`src/rtl/ac_ph_pkg.sv`:
```
// Shared types and constants for the amplitude/phase CORDIC stage.
// Holds the FSM state type, the gain-compensation constant and the arctangent table.
package ac_ph_pkg;

  typedef enum logic [1:0] {StIdle, StPre, StRot, StOut} state_e;

  // 1/K for the CORDIC gain in Q15 (0.60725).
  localparam int unsigned KINV_Q15 = 19898;

  // round(atan(2^-i)/pi * 2^(ph_width-1)); base table is at 2^15 full scale.
  function automatic int atan_lut(input int i, input int ph_width);
    int v;
    int sh;
    case (i)
      0:       v = 8192;
      1:       v = 4836;
      2:       v = 2555;
      3:       v = 1297;
      4:       v = 651;
      5:       v = 326;
      6:       v = 163;
      7:       v = 81;
      8:       v = 41;
      9:       v = 20;
      10:      v = 10;
      11:      v = 5;
      12:      v = 3;
      13:      v = 1;
      14:      v = 1;
      default: v = 0;
    endcase
    if (ph_width < 16) begin
      sh = 16 - ph_width;
      v  = (v + (1 << (sh - 1))) >>> sh;
    end else if (ph_width > 16) begin
      v = v << (ph_width - 16);
    end
    return v;
  endfunction

endpackage

```
`src/rtl/cordic_vec_step.sv`:
```
// One vectoring-mode CORDIC micro-rotation, purely combinational.
// Drives y towards zero while accumulating the rotated angle in z.
module cordic_vec_step
  import ac_ph_pkg::*;
#(
  parameter int unsigned XW       = 34,
  parameter int unsigned ZW       = 17,
  parameter int unsigned PH_WIDTH = 16,
  parameter int unsigned IW       = 4
) (
  input  logic signed [XW-1:0] x_i,
  input  logic signed [XW-1:0] y_i,
  input  logic signed [ZW-1:0] z_i,
  input  logic        [IW-1:0] iter_i,
  output logic signed [XW-1:0] x_o,
  output logic signed [XW-1:0] y_o,
  output logic signed [ZW-1:0] z_o
);

  logic signed [XW-1:0] xs;
  logic signed [XW-1:0] ys;
  logic signed [ZW-1:0] atan_i;

  always_comb begin
    atan_i = ZW'(atan_lut(int'(iter_i), int'(PH_WIDTH)));
    xs     = x_i >>> iter_i;
    ys     = y_i >>> iter_i;
    if (!y_i[XW-1]) begin
      x_o = x_i + ys;
      y_o = y_i - xs;
      z_o = z_i + atan_i;
    end else begin
      x_o = x_i - ys;
      y_o = y_i + xs;
      z_o = z_i - atan_i;
    end
  end

endmodule

```
`src/rtl/cordic_ac_ph.sv`:
```
// Captures per-channel re/im at frame end and converts each channel in turn to a
// gain-compensated amplitude and binary-angle phase with an iterative CORDIC.
module cordic_ac_ph
  import ac_ph_pkg::*;
#(
  parameter int unsigned S_WIDTH  = 32,
  parameter int unsigned PH_WIDTH = 16,
  parameter int unsigned CHANELS  = 2,
  parameter int unsigned ITER     = 16,
  localparam int unsigned CW      = (CHANELS > 1) ? $clog2(CHANELS) : 1
) (
  input  logic                             clk,
  input  logic                             rst,
  input  logic                             valid_i,
  input  logic [CHANELS-1:0][S_WIDTH-1:0]  re,
  input  logic [CHANELS-1:0][S_WIDTH-1:0]  im,
  output logic                             ready_o,
  output logic [S_WIDTH-1:0]               amp,
  output logic signed [PH_WIDTH-1:0]       phase,
  output logic [CW-1:0]                    ch_o,
  output logic                             valid_o,
  output logic                             done,
  output logic                             overrun
);

  localparam int unsigned XW = S_WIDTH + 2;
  localparam int unsigned ZW = PH_WIDTH + 1;
  localparam int unsigned PW = S_WIDTH + 18;
  localparam int unsigned IW = (ITER > 1) ? $clog2(ITER) : 1;

  localparam logic signed [ZW-1:0] ZPI  = ZW'(1) << (PH_WIDTH - 1);
  localparam logic signed [PW-1:0] KINV = PW'(KINV_Q15);

  state_e state_q, state_d;

  logic [CHANELS-1:0][S_WIDTH-1:0] re_q, im_q;
  logic [CW-1:0]                   ch_q;
  logic [IW-1:0]                   iter_q;
  logic signed [XW-1:0]            x_q, y_q;
  logic signed [ZW-1:0]            z_q;
  logic                            zero_q;

  logic [S_WIDTH-1:0]              amp_q;
  logic signed [PH_WIDTH-1:0]      phase_q;
  logic [CW-1:0]                   ch_out_q;
  logic                            valid_q, done_q, overrun_q;

  logic cap_en, pre_en, rot_en, out_en, ovr;
  logic last_ch;

  logic signed [S_WIDTH-1:0] re_sel, im_sel;
  logic signed [XW-1:0]      pre_x, pre_y, x_n, y_n;
  logic signed [ZW-1:0]      pre_z, z_n;
  logic                      pre_zero;
  logic [S_WIDTH-1:0]        amp_d;
  logic signed [PH_WIDTH-1:0] phase_d;

  assign last_ch = (ch_q == CW'(CHANELS - 1));

  always_ff @(posedge clk) begin
    if (rst) begin
      state_q <= StIdle;
    end else begin
      state_q <= state_d;
    end
  end

  always_comb begin
    state_d = state_q;
    unique case (state_q)
      StIdle:  if (valid_i) state_d = StPre;
      StPre:   state_d = StRot;
      StRot:   if (iter_q == IW'(ITER - 1)) state_d = StOut;
      StOut:   state_d = last_ch ? StIdle : StPre;
      default: state_d = StIdle;
    endcase
  end

  always_comb begin
    ready_o = (state_q == StIdle);
    cap_en  = ready_o && valid_i;
    ovr     = !ready_o && valid_i;
    pre_en  = (state_q == StPre);
    rot_en  = (state_q == StRot);
    out_en  = (state_q == StOut);
  end

  // Fold the left half-plane onto the right so the micro-rotations converge.
  always_comb begin
    re_sel   = re_q[ch_q];
    im_sel   = im_q[ch_q];
    pre_zero = (re_sel == '0) && (im_sel == '0);
    pre_x    = XW'(re_sel);
    pre_y    = XW'(im_sel);
    pre_z    = '0;
    if (re_sel[S_WIDTH-1]) begin
      pre_x = -XW'(re_sel);
      pre_y = -XW'(im_sel);
      pre_z = im_sel[S_WIDTH-1] ? -ZPI : ZPI;
    end
  end

  cordic_vec_step #(
    .XW       (XW),
    .ZW       (ZW),
    .PH_WIDTH (PH_WIDTH),
    .IW       (IW)
  ) u_step (
    .x_i    (x_q),
    .y_i    (y_q),
    .z_i    (z_q),
    .iter_i (iter_q),
    .x_o    (x_n),
    .y_o    (y_n),
    .z_o    (z_n)
  );

  // z wraps into PH_WIDTH bits, so +pi reads as -2^(PH_WIDTH-1).
  always_comb begin
    amp_d   = S_WIDTH'((PW'(x_q) * KINV) >>> 15);
    phase_d = z_q[PH_WIDTH-1:0];
    if (zero_q) begin
      amp_d   = '0;
      phase_d = '0;
    end
  end

  always_ff @(posedge clk) begin
    if (rst) begin
      re_q      <= '0;
      im_q      <= '0;
      ch_q      <= '0;
      iter_q    <= '0;
      x_q       <= '0;
      y_q       <= '0;
      z_q       <= '0;
      zero_q    <= 1'b0;
      amp_q     <= '0;
      phase_q   <= '0;
      ch_out_q  <= '0;
      valid_q   <= 1'b0;
      done_q    <= 1'b0;
      overrun_q <= 1'b0;
    end else begin
      valid_q   <= out_en;
      done_q    <= out_en && last_ch;
      overrun_q <= ovr;
      if (cap_en) begin
        re_q <= re;
        im_q <= im;
        ch_q <= '0;
      end
      if (pre_en) begin
        x_q    <= pre_x;
        y_q    <= pre_y;
        z_q    <= pre_z;
        zero_q <= pre_zero;
        iter_q <= '0;
      end
      if (rot_en) begin
        x_q    <= x_n;
        y_q    <= y_n;
        z_q    <= z_n;
        iter_q <= iter_q + IW'(1);
      end
      if (out_en) begin
        amp_q    <= amp_d;
        phase_q  <= phase_d;
        ch_out_q <= ch_q;
        if (!last_ch) ch_q <= ch_q + CW'(1);
      end
    end
  end

  assign amp     = amp_q;
  assign phase   = phase_q;
  assign ch_o    = ch_out_q;
  assign valid_o = valid_q;
  assign done    = done_q;
  assign overrun = overrun_q;

endmodule

```
`config.mk`:
```
export PLATFORM = sky130hd
export DESIGN_NAME = cordic_ac_ph
export DESIGN_NICKNAME = d
export VERILOG_FILES = /design/src/rtl/ac_ph_pkg.sv /design/src/rtl/cordic_vec_step.sv /design/src/rtl/cordic_ac_ph.sv
export SDC_FILE = /design/constraint.sdc
export NUM_CORES = 2
export LEC_CHECK = 0
export BUFFER_PORTS_ARGS = -buffer_cell sky130_fd_sc_hd__buf_4
export CAP_MARGIN = 20
export CORE_MARGIN = 2
export CORE_UTILIZATION = 45
export CTS_BUF_LIST = sky130_fd_sc_hd__clkbuf_16
export DETAILED_ROUTE_END_ITERATION = 16
export PLACE_DENSITY = 0.62
export SETUP_SLACK_MARGIN = 0.05
export SLEW_MARGIN = 20
export SYNTH_ARGS = -nofsm -noshare
export SYNTH_HDL_FRONTEND = slang
export SYNTH_HIERARCHICAL = 1
export SYNTH_SLANG_ARGS = --single-unit
```
`constraint.sdc`:
```
create_clock -name clk -period 6.1 [get_ports clk]
set_clock_uncertainty 0.1 [all_clocks]
set_input_delay 1.22 -clock clk [delete_from_list [all_inputs] [get_ports clk]]
set_output_delay 1.22 -clock clk [all_outputs]
set_load 0.1 [all_outputs]
```
# Word-level counts from Yosys, hierarchy flattened
# Memory sizes are Yosys's and may differ from the RTL's. A register that Yosys moved wholly into a read port is not among the register bits.
# Cells that the tools add are included.
# classes
add_sub_neg	10
mul	1
order_cmp	1
n_eq_ne	6
n_shift	2
mux	30
reduce_logical	10
# ops
cell	count
$mux W34	8
$mux W32	5
$mux W17	5
$add A34 B34 Y34	2
$neg A32 Y34	2
$sshr A34 B4 Y34	2
$sub A34 B34 Y34	2
$logic_not A32 Y1	2
$mul A34 B15 Y46 const B	1
$add A17 B17 Y17	1
$sub A17 B17 Y17	1
$mux W16	1
$mux W4	4
$pmux W2 S4	1
$add A4 B1 Y4 const B	1
$eq A2 B2 Y1 const B	2
$eq A4 B4 Y1 const B	1
$logic_and A1 B1 Y1	4
$mux W1	4
$mux W2	2
$eq A2 B1 Y1 const B	1
$logic_not A2 Y1	1
$lt A1 B2 Y1 const B	1
$ne A2 B1 Y1 const B	1
5 further kinds	5
# totals
ff_bits	273
mem_bits_ro	224
input_bits	131
output_inout_bits	53
word_cells	78
mem_count	1
# memory_table
name	words	width	rd	rd_clocked_by_memory_dff	wr	line_no	text
(no name shown)	16	14	1	1	0	ac_ph_pkg.sv:14	case (i)

# Depth between registers and ports, before layout
# depth
ltp_word	6
mapped_depth	32
ltp_nobuf	24

# Cells and area by module
# Netlist, hierarchy kept.
# modules_own_cells
module	n_inst	cells_per_inst	area_each_um2	seq_area_each_um2
cordic_ac_ph	1	2610	22278.9	5465.2
cordic_vec_step	1	1295	10121.0	0.0

# Worst setup path before layout
# Ideal clock, no wire load.
# synth_timing
path_type	register -> register
start	register iter_q[3]
end	register x_q[26]
setup_ps	79
arrival_ps	5799
required_ps	5921
setup_slack_ps	121
path_stages_with_launch	30
n_path_buf	8
period_less_slack_ps	5979
cell_sequence	dfxtp_1 clkbuf_1 buf_2 buf_2 buf_2 buf_2 buf_2 buf_2 clkbuf_1 mux4_2 nand2_1 nand2_1 a21oi_1 ha_1 o21a_1 and4_1 a21oi_1 xor2_1 ha_1 nand4_1 nor4_1 nand2_1 a211o_1 a21bo_2 a21oi_1 o21a_1 o21ai_0 a31oi_1 mux2i_1 a211oi_2
# synth_via
elab_chain_cells	4
elab_cells_between_ends	5
classes_between	add/sub (2); shift (1); mux (2)
# synth_lines
element	line_no	text
from (decl)	cordic_ac_ph.sv:38	logic [IW-1:0] iter_q;
from (signal assigned)	cordic_ac_ph.sv:164	iter_q <= iter_q + IW'(1);
$sshr A34 B4 Y34 *	cordic_vec_step.sv:27	ys = y_i >>> iter_i;
$add A34 B34 Y34 or $sub A34 B34 Y34 (tied branches)	cordic_vec_step.sv:29, cordic_vec_step.sv:33	
$mux W34 *	cordic_vec_step.sv:28	if (!y_i[XW-1]) begin
via x_n[26]	cordic_ac_ph.sv:52	logic signed [XW-1:0] pre_x, pre_y, x_n, y_n;
$mux W34 *	cordic_ac_ph.sv:160	if (rot_en) begin
to (signal assigned)	cordic_ac_ph.sv:154	x_q <= pre_x;
to (signal assigned)	cordic_ac_ph.sv:161	x_q <= x_n;
to (decl)	cordic_ac_ph.sv:39	logic signed [XW-1:0] x_q, y_q;
# Mark *: on every way through the listed nets, which the timed path passes. The rest lies on a longest branch.
# A chain may end at the register's enable or synchronous reset.

# Worst setup path after layout
# layout_timing
start	register x_q[11]
end	register amp_q[25], in the netlist amp[25]
# layout_via
elab_chain_cells	2
# layout_lines
element	line_no	text
$mul A34 B15 Y46	cordic_ac_ph.sv:120	amp_d = S_WIDTH'((PW'(x_q) * KINV) >>> 15);
$mux W32	cordic_ac_ph.sv:122	if (zero_q) begin
to (signal assigned)	cordic_ac_ph.sv:167	amp_q <= amp_d;
to (decl)	cordic_ac_ph.sv:43	logic [S_WIDTH-1:0] amp_q;
# Every way passes these cells.

==> flow_summary.yaml <==
worst_hold_path:
  hold_path.class: "flip-flop to flip-flop"
grt:
  grt_start_max_net_pins: 185
  antenna_found_initial: 1
  grt_pass1_vias: 27600
  grt_usage_pct: 25.9
  grt_pass1_wl_um: 154000
  grt-ovfl-total: 0
synth:
  synth_fp_nets: 4526
  avgSynthCellArea_um2: 8.30
  yosysWarnings: 6
  netlist_area_um2: 32300
  postSynthCellCount: 3894
timing:
  max_freq_mhz: 170
  max_slew_margin_pct: 25.0
  final_hold_viol_count: 0
  finalMaxSlewViolations: 0
  setup_viol: 0
  worst_pin_slew_ps: 1110
  hold_slack_ps: 353
  post-route-period-util_pct: 96.2
  rsz0062_at_grt: "yes"
  period_minus_slack_ps: 5870
  fin_ws_ps: 231
worst_setup_path:
  cp-start-kind: "flip-flop"
  crit_arrival_ps: 6220
  critical_path.cell_chain: "buf_4 -> ha_1 -> xor2_1 -> ha_1 -> a21o_1 -> fa_1 -> fa_1 -> fa_1 -> inv_1 -> fa_1 -> inv_1 -> ha_1 -> a211oi_2 -> o211ai_1 -> a21oi_2 -> a311oi_2 -> buf_4 -> o2111ai_2 -> a21oi_2 -> o21ai_2 -> a21o_1 -> a32o_1"
  critical_path_buf_inv_count: 4
  path_common_cell: "fa_1"
  crit_fanout: 5
  r2r-start: "x_q[11]"
  reg2regPathDepth: 22
  slowest_stage: "fa_1"
  max_stage_delay_ps: 540
  critPathKind: "flip-flop to flip-flop"
  required_ps: 6450
  critPathTopFamily: "adder cells"
  r2r_end: "amp[25]"
  cp_num_cells: 22
  setup.worst_path.end: "amp[25]"
  cp-startpoint: "x_q[11]"
  endpoint_kind: "flip-flop"
  r2r_slack_ps: 230
placement:
  portBuffers: 183
  dpl.cell_count: 5107
  pre_cts_ws_ps: -121
  globalplace.congestion: 0.950
  dp_hpwl_um: 76900
clock_tree:
  h-tree-depth: 2
  clock_latency_ps: 580
  hold_buffers: 0
  path_clk_slew_ps: 60
  cts_buffer_depth: 3
  cts.sinks: 272
  root_buffer: "clkbuf_16"
  cts-buffers-inserted: 37
  cts_tree: "built"
routing:
  detail-route-antenna-nets: 0
  wl_per_cell_um: 19.0
  wl_um: 98500
  route.detailed.drc: 0
  vias: 29200
  drtPass1Iterations: 6
  vias_per_cell: 5.63
  drt-initial-drc-count: 2241
floorplanning:
  pin_count: 184
  fp.dieH_um: 272
  placeableCoreArea_um2: 71200
  std_cell_rows: 98
  die_w_um: 272
  start_util_pct: 45.4
  dieArea_um2: 74000
run_status:
  status: "completed"
final_layout:
  fillCellCount: 6787
  drive_above_1_share_pct: 18.7
  area_growth_pct: 18.1
  fin_nets: 4838
  postLayoutCoreUtil_pct: 53.6
  final_cells: 5185
  diodes: 0
job:
  maxCapViolCount: 0
==> metrics by stage <==
| step | TNS, ps | area (µm²) |
|---|---|---|
| final | 0 | 38200 |
| after global routing | -10.3 | 38200 |
| after CTS | 0 | 37600 |
| after detailed placement | -312 | 36300 |
| after global placement | -84.7 | 36300 |
| after floorplan | 0 | 32300 |
==> cell usage in the layout, fill, tap and decap left out, drive strengths merged, types with 13 or more instances in the layout <==
| master | count |
|---|---|
| fa | 197 |
| dfxtp | 272 |
| a21o | 68 |
| ha | 304 |
| nand4 | 22 |
| inv | 350 |
| buf | 474 |
| o211ai | 37 |
| a31oi | 41 |
| o21ai | 164 |
| a311oi | 31 |
| nand2 | 514 |
| nor2b | 56 |
| mux2i | 117 |
| o21a | 27 |
| or2 | 16 |
| or3 | 21 |
| a22oi | 30 |
| nor4 | 19 |
| mux4 | 87 |
| and3 | 26 |
| xnor2 | 176 |
| and2 | 22 |
| nand2b | 20 |
| a211oi | 24 |
| nor2 | 276 |
| clkinv | 16 |
| o31ai | 15 |
| nand3 | 43 |
| nor3b | 23 |
| clkbuf | 39 |
| a21oi | 348 |
| nor3 | 76 |
| xor2 | 101 |
| o21bai | 13 |
| mux2 | 31 |
==> sequential cells by signal, summed over array words and instances (netlist names) <==
signal,flops
z_q,16
valid_o,1
state_q,2
im_q,64
phase,16
ch_o,1
x_q,34
y_q,34
iter_q,4
ch_q,1
re_q,64
amp,32
overrun,1
done,1
zero_q,1
==> layout make-up <==
class,count,area [µm²],area share [%]
clock inverters,31,332,0.869
flip-flops and latches,272,5490,14.4
multi-input cells,3075,25200,66.0
clock buffers,37,926,2.43
repair buffers,476,3760,9.86
well taps,950,1190,3.11
inverters,344,1290,3.38
==> per-layer routing <==
layer  track usage (%)  wire length, µm
met1              38.2            46400
met2              39.7            43100
met3              4.05             6650
met4              6.06             2300
met5                 0               13
==> how the worst min path moves through the flow <==
stage / endpoint / cells past startpoint / start / slack [ps]
after floorplan: re_q[50] / 2 / re_q[50] / 330
after CTS: re_q[28] / 2 / re_q[28] / 360
after global routing: re_q[29] / 2 / re_q[29] / 370
after detailed placement: amp[11] / 2 / amp[11] / 340
final: im_q[63] / 2 / im_q[63] / 350
after global placement: amp[18] / 2 / amp[18] / 340
==> worst reg2reg max path: stages (launching register included) <==
cell	delay, ps
dfxtp_1	340
buf_4	160
ha_1	320
xor2_1	180
ha_1	180
a21o_1	170
fa_1	490
fa_1	440
fa_1	540
inv_1	60
fa_1	540
inv_1	40
ha_1	350
a211oi_2	110
o211ai_1	260
a21oi_2	100
a311oi_2	280
buf_4	190
o2111ai_2	140
a21oi_2	260
o21ai_2	110
a21o_1	180
a32o_1	240
==> what timing repair did <==
action                                  in CTS  in global routing
endpoints found under the setup margin      15                 41
gates resized for setup                     16                115
pin swaps                                    3                 24
cloned                                       0                  1
buffers inserted                             0                  9
Power is left out: the tool's default activity adds up to more than one toggle a clock period on the data nets, which glitch-free logic cannot reach.
